`src/rtl/ex_mem_stage_pkg.sv`:
```
// Shared pipeline defines: polarity constants, default bus widths and the
// one-hot stage-control encoding used by every pipeline register.
package ex_mem_stage_pkg;

    localparam logic RstEnable = 1'b0;
    localparam logic Stop      = 1'b1;
    localparam logic NoStop    = 1'b0;

    localparam int unsigned RegBus       = 32;
    localparam int unsigned AluOpBus     = 8;
    localparam int unsigned DoubleRegBus = 64;

    localparam logic [4:0]        NOPRegAddr = 5'd0;
    localparam logic [RegBus-1:0] ZeroWord   = '0;

    // One-hot {rst, flush, bubble, advance, hold}
    typedef enum logic [4:0] {
        CTL_HOLD    = 5'b00001,
        CTL_ADVANCE = 5'b00010,
        CTL_BUBBLE  = 5'b00100,
        CTL_FLUSH   = 5'b01000,
        CTL_RST     = 5'b10000
    } stage_ctl_e;

endpackage

```
`src/rtl/ex_mem_stage_pipe_stall_ctl.sv`:
```
// Stage-control decode for a pipeline register: picks one action per edge.
// Purely combinational; priority reset > flush > bubble > advance > hold.
// Backpressure: stall_next_i high while this stage stalls means hold, not bubble.
module pipe_stall_ctl
    import ex_mem_stage_pkg::*;
(
    input  logic       rst_i,
    input  logic       flush_i,
    input  logic       stall_self_i,
    input  logic       stall_next_i,
    output logic [4:0] ctl_o
);

    always_comb begin
        ctl_o = CTL_HOLD;
        if (rst_i == RstEnable) begin
            ctl_o = CTL_RST;
        end else if (flush_i) begin
            ctl_o = CTL_FLUSH;
        end else if (stall_self_i == NoStop) begin
            ctl_o = CTL_ADVANCE;
        end else if (stall_next_i == NoStop) begin
            ctl_o = CTL_BUBBLE;
        end
    end

endmodule

```
`src/rtl/ex_mem_stage.sv`:
```
// EX/MEM pipeline register with valid, payload and multi-cycle scratch loop to EX.
// Latency 1 cycle, registered outputs only; optional counter via EX_MEM_STALL_CNT_EN.
// Backpressure: stall vector holds (MEM stalled) or inserts a bubble (only EX stalled).
module ex_mem_stage
    import ex_mem_stage_pkg::*;
#(
    parameter int unsigned DATA_W   = RegBus,
    parameter int unsigned ADDR_W   = 5,
    parameter int unsigned ALUOP_W  = AluOpBus,
    parameter int unsigned CARRY_W  = DoubleRegBus,
    parameter int unsigned CNT_W    = 2,
    parameter int unsigned STALL_W  = 6,
    parameter int unsigned STAGE    = 3,
    parameter int unsigned NOP_ADDR = 0
) (
    input  logic               clk,
    input  logic               rst,
    input  logic [STALL_W-1:0] stall,
    input  logic               flush,
    input  logic               ex_valid,
    input  logic [ADDR_W-1:0]  ex_wd,
    input  logic               ex_wreg,
    input  logic [DATA_W-1:0]  ex_wdata,
    input  logic [DATA_W-1:0]  ex_hi,
    input  logic [DATA_W-1:0]  ex_lo,
    input  logic               ex_whilo,
    input  logic [ALUOP_W-1:0] ex_aluop,
    input  logic [DATA_W-1:0]  ex_reg2,
    input  logic [DATA_W-1:0]  ex_mem_addr,
    input  logic [CARRY_W-1:0] carry_i,
    input  logic [CNT_W-1:0]   cnt_i,
    output logic               mem_valid,
    output logic [ADDR_W-1:0]  mem_wd,
    output logic               mem_wreg,
    output logic [DATA_W-1:0]  mem_wdata,
    output logic [DATA_W-1:0]  mem_hi,
    output logic [DATA_W-1:0]  mem_lo,
    output logic               mem_whilo,
    output logic [ALUOP_W-1:0] mem_aluop,
    output logic [DATA_W-1:0]  mem_reg2,
    output logic [DATA_W-1:0]  mem_mem_addr,
    output logic [CARRY_W-1:0] carry_o,
    output logic [CNT_W-1:0]   cnt_o,
    output logic [15:0]        stall_cnt
);

    typedef struct packed {
        logic               valid;
        logic [ADDR_W-1:0]  wd;
        logic               wreg;
        logic [DATA_W-1:0]  wdata;
        logic [DATA_W-1:0]  hi;
        logic [DATA_W-1:0]  lo;
        logic               whilo;
        logic [ALUOP_W-1:0] aluop;
        logic [DATA_W-1:0]  reg2;
        logic [DATA_W-1:0]  mem_addr;
    } payload_t;

    payload_t           pl_q, pl_d, ex_pl, bubble_pl;
    logic [CARRY_W-1:0] carry_q, carry_d;
    logic [CNT_W-1:0]   cnt_q, cnt_d;
    logic [4:0]         ctl;

    // Only this stage's bit and the downstream bit matter (STAGE < STALL_W-1).
    logic unused_stall;
    assign unused_stall = ^stall;

    pipe_stall_ctl u_ctl (
        .rst_i        (rst),
        .flush_i      (flush),
        .stall_self_i (stall[STAGE]),
        .stall_next_i (stall[STAGE+1]),
        .ctl_o        (ctl)
    );

    always_comb begin
        bubble_pl    = '0;
        bubble_pl.wd = ADDR_W'(NOP_ADDR);

        ex_pl          = '0;
        ex_pl.valid    = ex_valid;
        ex_pl.wd       = ex_wd;
        ex_pl.wreg     = ex_wreg;
        ex_pl.wdata    = ex_wdata;
        ex_pl.hi       = ex_hi;
        ex_pl.lo       = ex_lo;
        ex_pl.whilo    = ex_whilo;
        ex_pl.aluop    = ex_aluop;
        ex_pl.reg2     = ex_reg2;
        ex_pl.mem_addr = ex_mem_addr;

        pl_d    = pl_q;
        carry_d = carry_q;
        cnt_d   = cnt_q;
        case (ctl)
            CTL_RST, CTL_FLUSH: begin
                // Clearing the scratch channel aborts any multi-cycle op in EX.
                pl_d    = bubble_pl;
                carry_d = '0;
                cnt_d   = '0;
            end
            CTL_BUBBLE: begin
                // EX is iterating: loop its partial result back unchanged.
                pl_d    = bubble_pl;
                carry_d = carry_i;
                cnt_d   = cnt_i;
            end
            CTL_ADVANCE: begin
                pl_d    = ex_pl;
                carry_d = '0;
                cnt_d   = '0;
            end
            default: ;
        endcase
    end

    always_ff @(posedge clk) begin
        if (rst == RstEnable) begin
            pl_q    <= bubble_pl;
            carry_q <= '0;
            cnt_q   <= '0;
        end else begin
            pl_q    <= pl_d;
            carry_q <= carry_d;
            cnt_q   <= cnt_d;
        end
    end

    assign mem_valid    = pl_q.valid;
    assign mem_wd       = pl_q.wd;
    assign mem_wreg     = pl_q.wreg;
    assign mem_wdata    = pl_q.wdata;
    assign mem_hi       = pl_q.hi;
    assign mem_lo       = pl_q.lo;
    assign mem_whilo    = pl_q.whilo;
    assign mem_aluop    = pl_q.aluop;
    assign mem_reg2     = pl_q.reg2;
    assign mem_mem_addr = pl_q.mem_addr;
    assign carry_o      = carry_q;
    assign cnt_o        = cnt_q;

`ifdef EX_MEM_STALL_CNT_EN
    logic [15:0] stall_cnt_q, stall_cnt_d;

    // Counts stalled edges regardless of flush; saturates rather than wraps.
    always_comb begin
        stall_cnt_d = stall_cnt_q;
        if (stall[STAGE] == Stop && stall_cnt_q != 16'hFFFF) begin
            stall_cnt_d = stall_cnt_q + 16'd1;
        end
    end

    always_ff @(posedge clk) begin
        if (rst == RstEnable) begin
            stall_cnt_q <= '0;
        end else begin
            stall_cnt_q <= stall_cnt_d;
        end
    end

    assign stall_cnt = stall_cnt_q;
`else
    assign stall_cnt = 16'd0;
`endif

endmodule

```
`config.mk`:
```
export PLATFORM = sky130hd
export DESIGN_NAME = ex_mem_stage
export DESIGN_NICKNAME = d
export VERILOG_FILES = /design/src/rtl/ex_mem_stage_pkg.sv /design/src/rtl/ex_mem_stage_pipe_stall_ctl.sv /design/src/rtl/ex_mem_stage.sv
export SDC_FILE = /design/constraint.sdc
export NUM_CORES = 1
export LEC_CHECK = 0
export CELL_PAD_IN_SITES_DETAIL_PLACEMENT = 0
export CELL_PAD_IN_SITES_GLOBAL_PLACEMENT = 1
export CORE_MARGIN = 2
export CORE_UTILIZATION = 25
export DETAILED_ROUTE_END_ITERATION = 16
export PLACE_DENSITY = 0.86
export SKIP_CTS_REPAIR_TIMING = 1
export SYNTH_ARGS = -nofsm -noshare
export SYNTH_HDL_FRONTEND = slang
export SYNTH_SLANG_ARGS = --single-unit
export TNS_END_PERCENT = 1
```
`constraint.sdc`:
```
create_clock -name clk -period 1 [get_ports clk]
set_clock_uncertainty 0.1 [all_clocks]
set_input_delay 0.2 -clock clk [delete_from_list [all_inputs] [get_ports clk]]
set_output_delay 0.2 -clock clk [all_outputs]
set_load 0.02 [all_outputs]
```
==> flow_summary_export.csv, run 1 <==
group,metric,value,unit
timing,rsz0062_at_grt,"true",
setup_path,end_kind,"output pin",
grt,grt-ovfl-total,0,
placement,hpwl,22600,um
layout,nFillCells,3580,
logic_synthesis,synth-seq-cells,242,
clock_network,clock_latency,0.54,ns
logic_synthesis,syn_inst,1014,
grt,grt_pass1_wl,45600,um
clock_network,cts_root_buf,"clkbuf_16",
logic_synthesis,synth_top_cell_area_share,51.7,%
setup_path,cp_num_buf_inv,1,
layout,fin_util,43.1,%
layout,finalNetCount,1753,
grt,met3_usage,4.78,%
placement,place_area,0.0149,mm^2
min_path,min_path_type,"in -> reg",
setup_path,reg2reg_depth,3,
layout,antenna_cells,0,
clock_network,clock_path_buffers,3,
logic_synthesis,synthTopCellsByArea,"dfxtp_1, nand2b_1, a21oi_1",
placement,io_buffers,488,
grt,grt_max_degree,56,
setup_path,critical_path_class,"reg -> out",
setup_path,crit_path_max_fanout,2,
routing,antenna_left,0,
routing,vias,8800,
routing,wirelength,30800,um
logic_synthesis,syn_area,0.00937,mm^2
clock_network,cts_buffers,28,
layout,multi_input_area,0.00386,mm^2
grt,use_met1,17.2,%
placement,routabilityCongestion,0.795,
timing,setup_viol,251,
setup_path,cp_data_required_time,0.70,ns
min_path,min_from,"stall[4]",
logic_synthesis,yosysMostFrequentCell,"dfxtp_1",
min_path,hold_path_depth,4,
timing,max_freq,752,MHz
clock_network,tritoncts,"done",
power_and_ir_drop,power.density,1530,mW/mm^2
routing,drc,0,
die,die_w,198,um
routing,drtIter0Drc,288,
logic_synthesis,ys.flop_type,"dfxtp_1",
routing,vias_per_cell,4.42,
layout,stdcell_area,0.0159,mm^2
die,initial_utilization,25.5,%
setup_path,startpoint_type,"flip-flop",
logic_synthesis,ys_seq_area_share,51.7,%
die,die_h,198,um
layout,seqCellArea,0.00504,mm^2
logic_synthesis,synth_warnings,0,
timing,fin_hold_ws,0.0928,ns
logic_synthesis,async_reset_ff_share,0,%
layout,syn_to_final_growth,69.5,%
logic_synthesis,syn_avg_cell_area,9.24,um^2
timing,fin_crit,1.33,ns
die,core_area,0.0368,mm^2
logic_synthesis,post_synth_num_cell_types,12,
setup_path,critPathArrivalTime,1.03,ns
logic_synthesis,synth_common_cells,"dfxtp_1, nand2b_1, a21oi_1, nand3_1",
grt,first_global_vias,8573,
grt,gr-max-usage-layer,"met2",
clock_network,cts_num_sinks,242,
setup_path,worstReg2RegStart,"carry_o[58]$_SDFFE_PN0P_",
grt,antenna_found_initial,0,
placement,placed_cells,1940,
clock_network,cts_max_level,1,
power_and_ir_drop,cellLeakagePower,6.47,nW
min_path,min_to,"mem_mem_addr[1]$_SDFFE_PN0P_",
logic_synthesis,yosysTopAreaCell,"dfxtp_1",
clock_network,clkSlewWorstSetupHoldPaths,0.06,ns
outcome,outcome,"finished, violations left",
die,rows,70,
die,design.die.area,0.0390,mm^2
timing,min_period_over_period,133,%
timing,setup_slack,-0.331,ns
setup_path,ff2ff_setup_slack,0.16,ns
power_and_ir_drop,finalPower,24.4,mW
setup_path,crit_family,"flip-flops",
flow_run,max_cap_violations,0,
routing,wl_per_cell,15.4,um
grt,grt_usage,14.4,%
setup_path,r2r_end,"carry_o[58]$_SDFFE_PN0P_",
setup_path,crit_chain,"buf_6",
die,num_io_pins,509,
routing,firstDrtPassIters,4,
timing,finalMaxSlewViolations,0,
layout,fin_cells,1991,
outcome,violations,"negative setup slack",
power_and_ir_drop,vdd_ir_drop_max,0.00128,V
setup_path,max_stage_delay,0.37,ns
layout,drive_gt1_share,33.7,%
setup_path,slowest_stage,"dfxtp_2",
logic_synthesis,synth-edff-count,0,
timing,hold_violations,0,
grt,use_met2,25.0,%
## cells in the final DEF, fill, tap and decap left out, drive strengths merged
cell type / synthesis / layout
nand3: 176 / 176
conb: 1 / 16
nor2: 66 / 66
clkinvlp: 0 / 1
bufinv: 0 / 5
clkinv: 0 / 9
nand2b: 177 / 177
a21oi: 176 / 176
buf: 87 / 306
nand3b: 1 / 1
mux2i: 66 / 66
dfxtp: 242 / 242
clkdlybuf4s50: 0 / 244
clkbuf: 22 / 38
## worst max-delay path by stage
stage | startpoint | endpoint | slack, ns | cells after the start
2_1_floorplan | stall[4] | carry_o[10]$_SDFFE_PN0P_ | -0.03 | 4
3_3_place_gp | flush | mem_hi[24]$_SDFFE_PN0P_ | -0.54 | 4
3_5_place_dp | flush | mem_lo[4]$_SDFFE_PN0P_ | -0.56 | 4
4_1_cts | mem_wdata[21]$_SDFFE_PN0P_ | mem_wdata[21] | -0.90 | 1
5_1_grt | mem_wdata[21]$_SDFFE_PN0P_ | mem_wdata[21] | -0.37 | 1
6_report | carry_o[44]$_SDFFE_PN0P_ | carry_o[44] | -0.33 | 1
## stage by stage
step	setup WS (ns)	TNS, ns
after floorplan	-0.0322	-3.49
after global placement	-0.536	-171.98
after detailed placement	-0.562	-176.15
after CTS	-0.900	-198.96
after global routing	-0.374	-86.30
final	-0.331	-72.76
## cells by family after synthesis
family                 Yosys count  share of synthesized area [%]
flip-flops                     242                           51.7
AO/OA/AOI/OAI                  176                           9.41
buffers and inverters          109                           7.78
AND/OR/NAND/NOR                420                           24.0
other                            1                         0.0400
multiplexers                    66                           7.05
## registers in the layout (all words and copies together), names as in the netlist
signal	cells
carry_o	64
mem_hi	32
mem_lo	32
mem_mem_addr	32
mem_reg2	32
mem_wdata	32
mem_aluop	8
mem_wd	5
cnt_o	2
mem_valid	1
mem_whilo	1
mem_wreg	1
## worst reg2reg max path, stage by stage, from the launching register on
cell,delay (ns)
dfxtp_1,0.31
buf_4,0.13
mux2i_1,0.13
nor2_1,0.06
## report_power, final
part / switching [mW] / total (mW) / internal (mW)
clock: 4.09 / 11.0 / 6.93
combinational: 1.44 / 3.25 / 1.82
sequential: 0.156 / 10.1 / 9.93
## metal layers
metal | vias to the layer above | share of wire (%) | routed length, um
met5 | - | 0 | 0
met4 | 0 | 2.2 | 682
met3 | 45 | 8.5 | 2610
met2 | 318 | 49 | 14900
met1 | 4075 | 41 | 12500
li1 | 4362 | - | -
## layout make-up
| cell class | instances | area share [%] |
|---|---|---|
| sequential | 242 | 31.7 |
| timing repair buffer | 552 | 33.9 |
| multi-input combinational | 678 | 24.3 |
| tap | 468 | 3.69 |
| clock inverter | 15 | 1.32 |
| clock buffer | 36 | 5.05 |
Power figures use the tool's default switching activity.
==> run 2, diff against run 1 <==
--- a/config.mk
+++ b/config.mk
@@ -5,10 +5,11 @@
 export SDC_FILE = /design/constraint.sdc
 export NUM_CORES = 1
 export LEC_CHECK = 0
+export ABC_AREA = 1
 export CELL_PAD_IN_SITES_DETAIL_PLACEMENT = 0
 export CELL_PAD_IN_SITES_GLOBAL_PLACEMENT = 1
-export CORE_MARGIN = 2
-export CORE_UTILIZATION = 25
+export CORE_MARGIN = 1.5
+export CORE_UTILIZATION = 24
 export DETAILED_ROUTE_END_ITERATION = 16
 export PLACE_DENSITY = 0.86
 export SKIP_CTS_REPAIR_TIMING = 1
==> run 2 against run 1 <==
Effect of this change:
- the flow still finishes with violations (negative setup slack)
- wire length rose by 8.9%
- synthesized cell count rose by 20%
- clock power fell by 6%
- sequential cell count did not move
- count of clock-buffer cells in the layout rose by 5
- core utilization fell by 0.76 points
- design area rose by 0.83%
- largest cell class unchanged
==> flow_summary_export.csv, run 2 <==
group,metric,value,unit
clock_network,cts_root_buf,"clkbuf_16",
layout,nFillCells,3780,
die,design.die.area,0.0396,mm^2
grt,first_global_vias,9330,
placement,routabilityCongestion,0.793,
layout,syn_to_final_growth,73.4,%
grt,antenna_found_initial,1,
routing,antenna_left,0,
placement,io_buffers,488,
clock_network,cts_num_sinks,242,
grt,gr-max-usage-layer,"met2",
setup_path,cp_data_required_time,0.70,ns
power_and_ir_drop,finalPower,23.6,mW
setup_path,critical_path_class,"reg -> out",
logic_synthesis,yosys.area_share.adder,0,%
timing,final.setup.tns,-113.19,ns
grt,grt_usage,15.6,%
routing,vias_per_cell,4.26,
outcome,violations,"negative setup slack",
setup_path,max_stage_delay,0.35,ns
grt,grt_pass1_wl,49300,um
clock_network,cts_buffers,29,
logic_synthesis,synth_simple_gate_area_share,31.9,%
routing,firstDrtPassIters,5,
grt,met3_usage,4.59,%
flow_run,max_cap_violations,0,
die,core_area,0.0378,mm^2
timing,min_period_over_period,135,%
timing,fin_crit,1.35,ns
logic_synthesis,synth-seq-cells,242,
logic_synthesis,ys.flop_type,"dfxtp_1",
timing,max_freq,742,MHz
setup_path,cp_num_buf_inv,1,
power_and_ir_drop,cellLeakagePower,8.07,nW
logic_synthesis,synth_warnings,0,
logic_synthesis,synth-edff-count,0,
layout,finalNetCount,1990,
setup_path,crit_family,"flip-flops",
logic_synthesis,synth_top_cell_area_share,52.5,%
routing,vias,9683,
layout,drive_gt1_share,28.6,%
layout,final_common_cell,"nand3_1",
clock_network,cts_max_level,1,
setup_path,slowest_stage,"dfxtp_1",
setup_path,crit_chain,"buf_4",
logic_synthesis,ys_seq_area_share,52.5,%
outcome,outcome,"finished, violations left",
clock_network,clock_latency,0.54,ns
die,die_h,199,um
routing,drc,0,
logic_synthesis,yosysTopAreaCell,"dfxtp_1",
timing,hold_violations,0,
logic_synthesis,synth_common_cells,"nand3_1, nand2_1, dfxtp_1, inv_1, o21ai_0",
setup_path,end_kind,"output pin",
layout,largest_register_ffs,64,
power_and_ir_drop,vdd_ir_drop_max,0.00118,V
clock_network,clkSlewWorstSetupHoldPaths,0.06,ns
logic_synthesis,synthTopCellsByArea,"dfxtp_1, nand3_1, nand2_1",
setup_path,critPathArrivalTime,1.05,ns
logic_synthesis,async_reset_ff_share,0,%
logic_synthesis,synth-xor-area-share,0,%
min_path,min_path_type,"in -> reg",
setup_path,crit_path_max_fanout,2,
logic_synthesis,syn_avg_cell_area,7.57,um^2
grt,use_met2,27.2,%
placement,hpwl,25000,um
clock_network,clock_path_buffers,3,
logic_synthesis,yosysMostFrequentCell,"nand3_1",
placement,placed_cells,2218,
logic_synthesis,post_synth_num_cell_types,13,
logic_synthesis,synth-compound-area-share,3.58,%
routing,wl_per_cell,14.7,um
timing,setup_viol,479,
layout,seqCellArea,0.00499,mm^2
timing,finalMaxSlewViolations,0,
routing,wirelength,33500,um
logic_synthesis,synth_mux_area_share,0,%
routing,drtIter0Drc,345,
grt,grt_max_degree,48,
setup_path,startpoint_type,"flip-flop",
die,num_io_pins,509,
timing,setup_slack,-0.347,ns
die,initial_utilization,24.4,%
power_and_ir_drop,power.density,1470,mW/mm^2
grt,grt-ovfl-total,0,
layout,multi_input_area,0.00334,mm^2
placement,dpl_worst_slack,-0.815,ns
layout,layout_common_cells,"nand3_1, nand2_1, clkdlybuf4s50_1",
timing,rsz0062_at_grt,"true",
die,rows,71,
clock_network,tritoncts,"done",
logic_synthesis,syn_area,0.00923,mm^2
grt,use_met1,18.0,%
logic_synthesis,synth_top_family_by_area,"simple AND/OR/NAND/NOR gates",
die,die_w,199,um
logic_synthesis,syn_inst,1219,
layout,fin_cells,2272,
==> run 2: cell types whose count changed after synthesis, moves of 132 or more <==
cell / previous run / this run
nand2b_1: 177 / 0
a21oi_1: 176 / 0
nand3_1: 176 / 352
inv_1: 0 / 132
nand2_1: 0 / 308
==> run 2: where the power goes <==
part	internal, mW	leakage, nW	switching [mW]	total [mW]
clock network	6.08	0.448	4.21	10.3
registers	9.93	2.02	0.161	10.1
logic	1.71	5.61	1.47	3.18
total	17.7	8.07	5.84	23.6
==> run 2: final cells by class <==
class                   count  share of cell area [%]
diodes                      1                  0.0156
flip-flops and latches    242                    31.2
clock buffers              41                    5.00
repair buffers            589                    35.1
clock inverters            11                   0.751
multi-input cells         745                    20.9
inverters                 132                    3.10
well taps                 511                    4.00
==> run 2: logic make-up after synthesis <==
| group | count (synthesis) |
|---|---|
| DFF | 242 |
| and+or+nand+nor | 663 |
| buffers and inverters | 247 |
| AOI/OAI and AO/OA | 66 |
| other | 1 |
==> run 2: worst paths after layout <==
check                                          startpoint                   endpoint  slack, ns  depth (start not counted)
worst max-delay path            mem_reg2[23]$_SDFFE_PN0P_               mem_reg2[23]      -0.35                          1
worst min-delay path                             stall[4]    mem_lo[24]$_SDFFE_PN0P_       0.06                          4
worst max register to register  mem_reg2[28]$_SDFFE_PN0P_  mem_reg2[28]$_SDFFE_PN0P_       0.22                          3
worst min register to register      mem_wreg$_SDFFE_PN0P_      mem_wreg$_SDFFE_PN0P_       0.36                          2
==> run 2: through the flow <==
stage          hold slack, ns  utilization, %  instance area, um^2
2_1_floorplan           0.242               -                 9380
3_3_place_gp            0.348            40.4                15300
3_5_place_dp            0.356            40.4                15300
4_1_cts                0.0314            42.8                16200
5_1_grt                0.0707            42.4                16000
6_report               0.0588            42.4                16000
==> run 2: routing by layer <==
| layer | share of wire, % | vias up | routed length (um) |
|---|---|---|---|
| met2 | 49 | 345 | 16300 |
| met3 | 8.5 | 70 | 2840 |
| met4 | 3.0 | 0 | 1000 |
| met1 | 40 | 4363 | 13300 |
| li1 | - | 4905 | - |
| met5 | 0 | - | 0 |
==> run 2: worst min-delay path, stage by stage <==
cell and delay (ns):
clkbuf_8 0.18, buf_12 0.16, nand3_1 0.08, nand2_1 0.04
==> run 3, diff against run 2 <==
--- a/config.mk
+++ b/config.mk
@@ -10,6 +10,7 @@
 export CELL_PAD_IN_SITES_GLOBAL_PLACEMENT = 1
 export CORE_MARGIN = 1.5
 export CORE_UTILIZATION = 24
+export CTS_CLUSTER_DIAMETER = 40
 export DETAILED_ROUTE_END_ITERATION = 16
 export PLACE_DENSITY = 0.86
 export SKIP_CTS_REPAIR_TIMING = 1
==> run 3 against run 2 <==
Effect of this change:
- the run still ends with negative setup slack left
- cell count is 0.84% higher
- worst hold slack improved by 0.036 ns
- critical path depth stayed put
- combinational power hardly changed
- sequential cell count unchanged
- wire length rose by 0.28%
- register-to-register slack barely moved
- design area is 2.9% higher
- clock power is 35% higher
==> flow_summary_export.csv, run 3 (synthesis gave the netlist of run 2 again) <==
group,metric,value,unit
placement,routabilityCongestion,0.793,
grt,grt_usage,15.9,%
setup_path,crit_family,"flip-flops",
placement,placed_cells,2218,
timing,finalMaxSlewViolations,0,
timing,rsz0062_at_grt,"true",
routing,drc,0,
setup_path,cp.depth,1,
setup_path,crit_chain,"buf_4",
layout,seqCellArea,0.00497,mm^2
layout,largest_register_ffs,64,
layout,drive_gt1_share,29.1,%
outcome,violations,"negative setup slack",
routing,antenna_left,0,
die,design.die.area,0.0396,mm^2
power_and_ir_drop,finalPower,27.2,mW
die,rows,71,
routing,wirelength,33600,um
timing,setup_viol,484,
setup_path,critPathLaunch,"mem_lo[20]$_SDFFE_PN0P_",
setup_path,critPathArrivalTime,1.02,ns
die,core_area,0.0378,mm^2
layout,fin_cells,2291,
setup_path,slowest_stage,"dfxtp_1",
routing,drtIter0Drc,364,
setup_path,cp_data_required_time,0.70,ns
layout,finalNetCount,2000,
power_and_ir_drop,power.density,1650,mW/mm^2
setup_path,cp_num_buf_inv,1,
die,initial_utilization,24.4,%
power_and_ir_drop,vdd_ir_drop_max,0.000995,V
clock_network,cts_root_buf,"clkbuf_16",
min_path,min_from,"stall[4]",
setup_path,reg2reg_depth,3,
die,die_h,199,um
setup_path,critical_path_class,"reg -> out",
grt,grt-ovfl-total,0,
setup_path,ff2ff_setup_slack,0.22,ns
setup_path,startpoint_type,"flip-flop",
flow_run,max_cap_violations,0,
outcome,outcome,"finished, violations left",
grt,grt_pass1_wl,49400,um
clock_network,clock_path_buffers,3,
layout,multi_input_area,0.00334,mm^2
grt,first_global_vias,9461,
routing,vias_per_cell,4.25,
placement,hpwl,25000,um
layout,nFillCells,3723,
layout,layout_common_cells,"nand3_1, nand2_1, clkdlybuf4s50_1",
clock_network,cts_max_level,2,
die,die_w,199,um
setup_path,r2r_end,"mem_reg2[28]$_SDFFE_PN0P_",
setup_path,end_kind,"output pin",
timing,min_period_over_period,132,%
setup_path,crit_path_max_fanout,2,
min_path,min_path_type,"in -> reg",
routing,wl_per_cell,14.7,um
routing,firstDrtPassIters,4,
clock_network,clkSlewWorstSetupHoldPaths,0.06,ns
grt,grt_max_degree,48,
layout,syn_to_final_growth,78.5,%
timing,fin_crit,1.32,ns
placement,io_buffers,488,
clock_network,clock_latency,0.52,ns
clock_network,cts_num_sinks,242,
timing,max_freq,758,MHz
grt,antenna_found_initial,1,
clock_network,cts_buffers,40,
setup_path,worstSetupEndpoint,"mem_lo[20]",
power_and_ir_drop,cellLeakagePower,8.29,nW
setup_path,max_stage_delay,0.35,ns
timing,setup_slack,-0.320,ns
die,num_io_pins,509,
setup_path,worstReg2RegStart,"mem_reg2[28]$_SDFFE_PN0P_",
routing,vias,9738,
timing,hold_violations,0,
layout,final_common_cell,"nand3_1",
clock_network,tritoncts,"done",
==> run 3: changes by cell type in the layout (fill, tap and decap cells not counted), sizes merged <==
cell / previous run / this run
buf: 342 / 340
bufinv: 2 / 4
clkbuf: 44 / 55
clkinv: 5 / 10
clkinvlp: 2 / 3
inv: 134 / 136
==> run 3: how the worst min path moves through the flow <==
stage	to	cells after the start
2_1_floorplan	mem_aluop[0]$_SDFFE_PN0P_	2
3_3_place_gp	mem_lo[21]$_SDFFE_PN0P_	2
3_5_place_dp	mem_lo[17]$_SDFFE_PN0P_	2
4_1_cts	mem_hi[14]$_SDFFE_PN0P_	4
5_1_grt	mem_lo[24]$_SDFFE_PN0P_	4
6_report	mem_lo[24]$_SDFFE_PN0P_	4
==> run 3: final cells by class <==
cell class | count | share of cell area [%]
repair buffers | 588 | 34.3
clock inverters | 21 | 1.47
well taps | 511 | 3.88
inverters | 132 | 3.01
multi-input cells | 745 | 20.3
diodes | 1 | 0.0152
flip-flops and latches | 242 | 30.2
clock buffers | 51 | 6.82
==> run 3: routing by layer <==
metal / vias to the layer above / GRT usage, % / share of wire (%) / wire length (um)
met5: - / 0 / 0 / 0
met4: 0 / 7.72 / 3.1 / 1030
met3: 71 / 5.28 / 8.8 / 2950
met2: 352 / 26.8 / 48 / 16300
met1: 4379 / 17.9 / 40 / 13300
li1: 4936 / - / - / -
==> run 3: tightest hold or removal path, delay by kind of cell <==
family                 cells  cell delay (ns)
AND/OR/NAND/NOR            2             0.12
buffers and inverters      2             0.34
==> run 3: metrics by stage <==
step	hold slack, ns	setup TNS, ns	instance area [um^2]	setup WS (ns)	util, %
floorplan	0.242	-12.26	9380	-0.0724	-
global placement	0.348	-222.47	15300	-0.775	40.4
detailed placement	0.356	-227.84	15300	-0.815	40.4
CTS	0.0636	-232.09	16600	-0.923	44.0
global route	0.101	-133.39	16500	-0.362	43.6
finish	0.0947	-112.56	16500	-0.320	43.6
==> run 3: report_power, final <==
group	total [mW]	internal [mW]	switching (mW)
logic	3.19	1.72	1.47
clock network	13.9	9.02	4.89
registers	10.1	9.94	0.165
total	27.2	20.7	6.53
==> edit 1: new RTL, flow settings as in run 1 <==
Build with the macro `EX_MEM_STALL_CNT_EN` defined.
--- a/src/rtl/ex_mem_stage.sv
+++ b/src/rtl/ex_mem_stage.sv
@@ -3,2 +3,4 @@
 // Backpressure: stall vector holds (MEM stalled) or inserts a bubble (only EX stalled).
+`define EX_MEM_STALL_CNT_EN
+
 module ex_mem_stage
Behaviour: not the same (a bounded check fails within 4 cycles, from zero or initial values and one cycle with rst low).
==> edit 1 against run 1 <==
The run still ends with setup timing left. First-iteration DRC count fell by 3.8%. Worst setup slack got worse by 0.27 ns. Combinational power fell by 14%. Synthesized cell count fell by 31%. Wire length rose by 2.0%. Global-route usage rose by 2.1 points. Sequential cell count rose by 16. Register-to-register slack got worse by 0.76 ns. Total power fell by 0.34%. Count of clock-buffer cells in the layout rose by 1. Highest routed layer unchanged. Hold slack got worse by 0.032 ns. Final area rose by 6.0%. Synthesized area fell by 10%.
==> edit 1: results (changes against run 1) <==
.. list-table::
   :header-rows: 1

   * - Metric
     - Value
   * - Filler cells
     - 2899 (-19%)
   * - Largest net degree at the start of global routing
     - 53 (-5.4%)
   * - Portion of netlist area occupied by mux cells
     - 7.98% (+0.92 points)
   * - Complex-gate fraction of the synthesized area
     - 20.5% (+11 points)
   * - Final setup violating endpoints
     - 516 (+110%)
   * - GRT Util Overall
     - 16.6% (+2.1 points)
   * - Detail-routed net length per standard cell
     - 17.4 um (+13%)
   * - Net switching power
     - 5.58 mW (-1.7%)
   * - Worst vdd rail ir drop
     - 1.09 mV (-15%)
   * - TNS Setup
     - -190.37 ns (-117.61 ns)
   * - First-pass GRT wire length
     - 47.0 mm (+2.9%)
   * - Critical Path Sink
     - stall_cnt[5]$_SDFFE_PN0P_
   * - Post-synthesis cell type count
     - 43 (+31)
   * - Most frequent cells after synthesis
     - sky130_fd_sc_hd__dfxtp_1, sky130_fd_sc_hd__a22o_1, sky130_fd_sc_hd__nor2_1
   * - Vias after detailed routing
     - 8147 (-7.4%)
   * - Area share of fa/ha/maj cells after synthesis
     - 0.149% (+0.15 points)
   * - Cell Count, Final, Fillers Out
     - 1798 (-9.7%)
   * - Detailed Route Iter0 Violations
     - 277 (-3.8%)
   * - Worst setup timing slack at the placement stage
     - -0.983 ns (-0.421 ns)
   * - Violated checks
     - setup timing
   * - LEAKAGE
     - 10.9 nW (+68%)
   * - Worst-case setup margin in the final layout
     - -0.597 ns (-0.267 ns)
   * - Crit Path Max Fanout
     - 7 (+5)
   * - Run status
     - finished, violations left
   * - CP max stage cell
     - sky130_fd_sc_hd__dfxtp_4
   * - Number of instances in the synthesized netlist
     - 701 (-31%)
   * - Sequential Area
     - 0.00521 sq mm (+3.4%)
   * - Net count reported at finish
     - 1580 (-9.9%)
==> edit 1: cell types whose count changed after synthesis, moves of 9 or more <==
cell                       before  now
sky130_fd_sc_hd__a22o_1         0  176
sky130_fd_sc_hd__buf_4         24    1
sky130_fd_sc_hd__clkbuf_1      22   13
sky130_fd_sc_hd__nand2b_1     177    1
sky130_fd_sc_hd__dfxtp_1      242  258
sky130_fd_sc_hd__a21oi_1      176    9
sky130_fd_sc_hd__nand3_1      176    8
sky130_fd_sc_hd__buf_6         24    1
==> edit 1: layer usage <==
layer	vias up	track usage [%]	part of all wire [%]	routed length, um
met5	-	0	0	0
met2	325	29.0	50	15500
met1	3895	19.6	40	12700
met4	0	5.46	3.1	972
li1	3855	-	-	-
met3	72	4.41	6.9	2160
==> edit 1: power groups by stage <==
stage | combinational, mW | sequential (mW) | clock, mW
finish | 2.80 | 10.7 | 10.8
CTS | 2.84 | 10.7 | 11.0
floorplan | 0.588 | 11.2 | 0
global route | 2.95 | 10.7 | 11.5
global placement | 2.79 | 10.9 | 0
detailed placement | 2.82 | 10.9 | 0
==> edit 1: critical path: cells and delay by family, from the launching register on <==
| family | cells | cell delay (ns) |
|---|---|---|
| adders and majority gates | 1 | 0.17 |
| DFF | 1 | 0.36 |
| AOI/OAI and AO/OA | 1 | 0.13 |
| buffers and inverters | 2 | 0.28 |
| and+or+nand+nor | 3 | 0.47 |
==> edit 1: area by class of cell <==
class	instances	share of cell area (%)
clock buffer	37	4.78
clock inverter	15	1.01
inverter	3	0.0669
multi-input combinational	383	18.3
sequential	258	30.9
tap	448	3.33
timing repair buffer	654	41.5
==> edit 2: new RTL, settings of run 1 <==
Made on the original files. Register the output `cnt_o` once more; this adds one clock of latency there. The other outputs are not delayed to match.
--- a/src/rtl/ex_mem_stage.sv
+++ b/src/rtl/ex_mem_stage.sv
@@ -140,3 +140,5 @@
     assign carry_o      = carry_q;
-    assign cnt_o        = cnt_q;
+    always_ff @(posedge clk) begin
+        cnt_o <= cnt_q;
+    end
 
Behaviour: not the same (a bounded check fails within 4 cycles, from zero or initial values and one cycle with rst low).
==> edit 2 against run 1 <==
The flow still finishes with violations (setup timing). Cell count grew 2.2%. Total power shrank 2.2%. Final area shrank 0.77%. Global-route usage grew 0.32 points. Wire length grew 2.5%. Clock power shrank 5%. Via count grew 0.73%. Utilization shrank 1.0 points. Worst setup slack lost 0.020 ns. Maximum frequency shrank 1.5%. Sequential cell count grew 2. Synthesized cell count grew 0.20%. Synthesized area grew 0.47%. Critical endpoint is now mem_reg2[1].
==> edit 2: results (changes against run 1) <==
.. list-table::
   :header-rows: 1

   * - Metric
     - Value
   * - Run status
     - finished, violations left
   * - Violated checks
     - setup timing
   * - CP max stage cell
     - sky130_fd_sc_hd__dfxtp_1
   * - R2R Path Start
     - carry_o[57]$_SDFFE_PN0P_
   * - Average footprint of a synthesized cell
     - 9.26 sq um (+0.27%)
   * - HPWL after DPL
     - 23.4 mm (+3.5%)
   * - Filler cells
     - 3678 (+2.7%)
   * - Total Wirelength
     - 31.5 mm (+2.5%)
   * - GRT Util Overall
     - 14.8% (+0.32 points)
   * - Largest net degree at the start of global routing
     - 53 (-5.4%)
   * - Critical Path AT
     - 1.05 ns (+0.02 ns)
   * - Power Internal
     - 18.2 mW (-2.6%)
   * - Cells on Worst Hold Path
     - 3 (-1)
   * - First-pass GRT wire length
     - 46.1 mm (+1.1%)
   * - Vias after detailed routing
     - 8864 (+0.73%)
   * - Combinational Power Share
     - 13.7% (+0.3 points)
   * - Worst-case setup margin in the final layout
     - -0.350 ns (-0.0197 ns)
   * - LEAKAGE
     - 6.41 nW (-0.84%)
   * - Hold_sp
     - stall[3]
   * - Worst vdd rail ir drop
     - 1.12 mV (-12%)
   * - Complex-gate fraction of the synthesized area
     - 9.36% (-0.044 points)
   * - Final setup violating endpoints
     - 242 (-3.6%)
   * - Share of final-layout standard cells stronger than drive strength 1
     - 30.9% (-2.8 points)
   * - Vias in the first global route
     - 8508 (-0.76%)
   * - Detail-routed net length per standard cell
     - 15.5 um (+0.38%)
   * - Slowest Stage Delay on Critical Path
     - 0.33 ns (-0.04 ns)
   * - Portion of netlist area occupied by mux cells
     - 7.02% (-0.033 points)
   * - End of the worst hold path
     - mem_aluop[0]$_SDFFE_PN0P_
   * - Worst setup timing slack at the placement stage
     - -0.482 ns (+0.0798 ns)
   * - Share of synthesized area occupied by flip-flops and latches
     - 51.9% (+0.18 points)
edit 2: changes by cell type in the layout (fill, tap and decap cells not counted), sizes merged:
| cell | delta |
|---|---|
| buf | -16 |
| bufinv | -2 |
| clkbuf | +21 |
| clkinv | -5 |
| dfxtp | +2 |
edit 2: final cells by class:
class | count | area, sq um | share of cell area, %
timing repair buffer | 553 | 5280 | 33.5
sequential | 244 | 5030 | 31.9
multi-input combinational | 678 | 3860 | 24.5
clock buffer | 40 | 816 | 5.18
tap | 511 | 639 | 4.06
clock inverter | 8 | 129 | 0.818
edit 2: cell families after synthesis:
logic type	after synthesis
AO/OA/AOI/OAI	176
flip-flops	244
other	1
multiplexers	66
AND/OR/NAND/NOR	420
buffers and inverters	109
edit 2: routing by layer:
metal / global-route usage [%] / part of all wire (%) / up-vias
met5: 0 / 0 / -
met4: 3.98 / 2.3 / 0
met3: 5.42 / 9.1 / 51
met2: 26.0 / 49 / 332
met1: 16.8 / 39 / 4117
li1: - / - / 4364
edit 2: worst max path at each step:
stage | start | end | slack (ns) | depth (start not counted)
6_report | mem_reg2[1]$_SDFFE_PN0P_ | mem_reg2[1] | -0.35 | 1
3_5_place_dp | rst | carry_o[52]$_SDFFE_PN0P_ | -0.48 | 4
4_1_cts | mem_mem_addr[31]$_SDFFE_PN0P_ | mem_mem_addr[31] | -0.93 | 1
3_3_place_gp | rst | mem_reg2[0]$_SDFFE_PN0P_ | -0.46 | 5
5_1_grt | mem_reg2[1]$_SDFFE_PN0P_ | mem_reg2[1] | -0.40 | 1
2_1_floorplan | stall[4] | carry_o[10]$_SDFFE_PN0P_ | -0.03 | 4
edit 2: worst register-to-register path, delay by kind of cell (launching register included):
kind / cells / cell delay (ns)
DFF: 1 / 0.33
buffers and inverters: 1 / 0.12
muxes: 1 / 0.12
and+or+nand+nor: 1 / 0.05
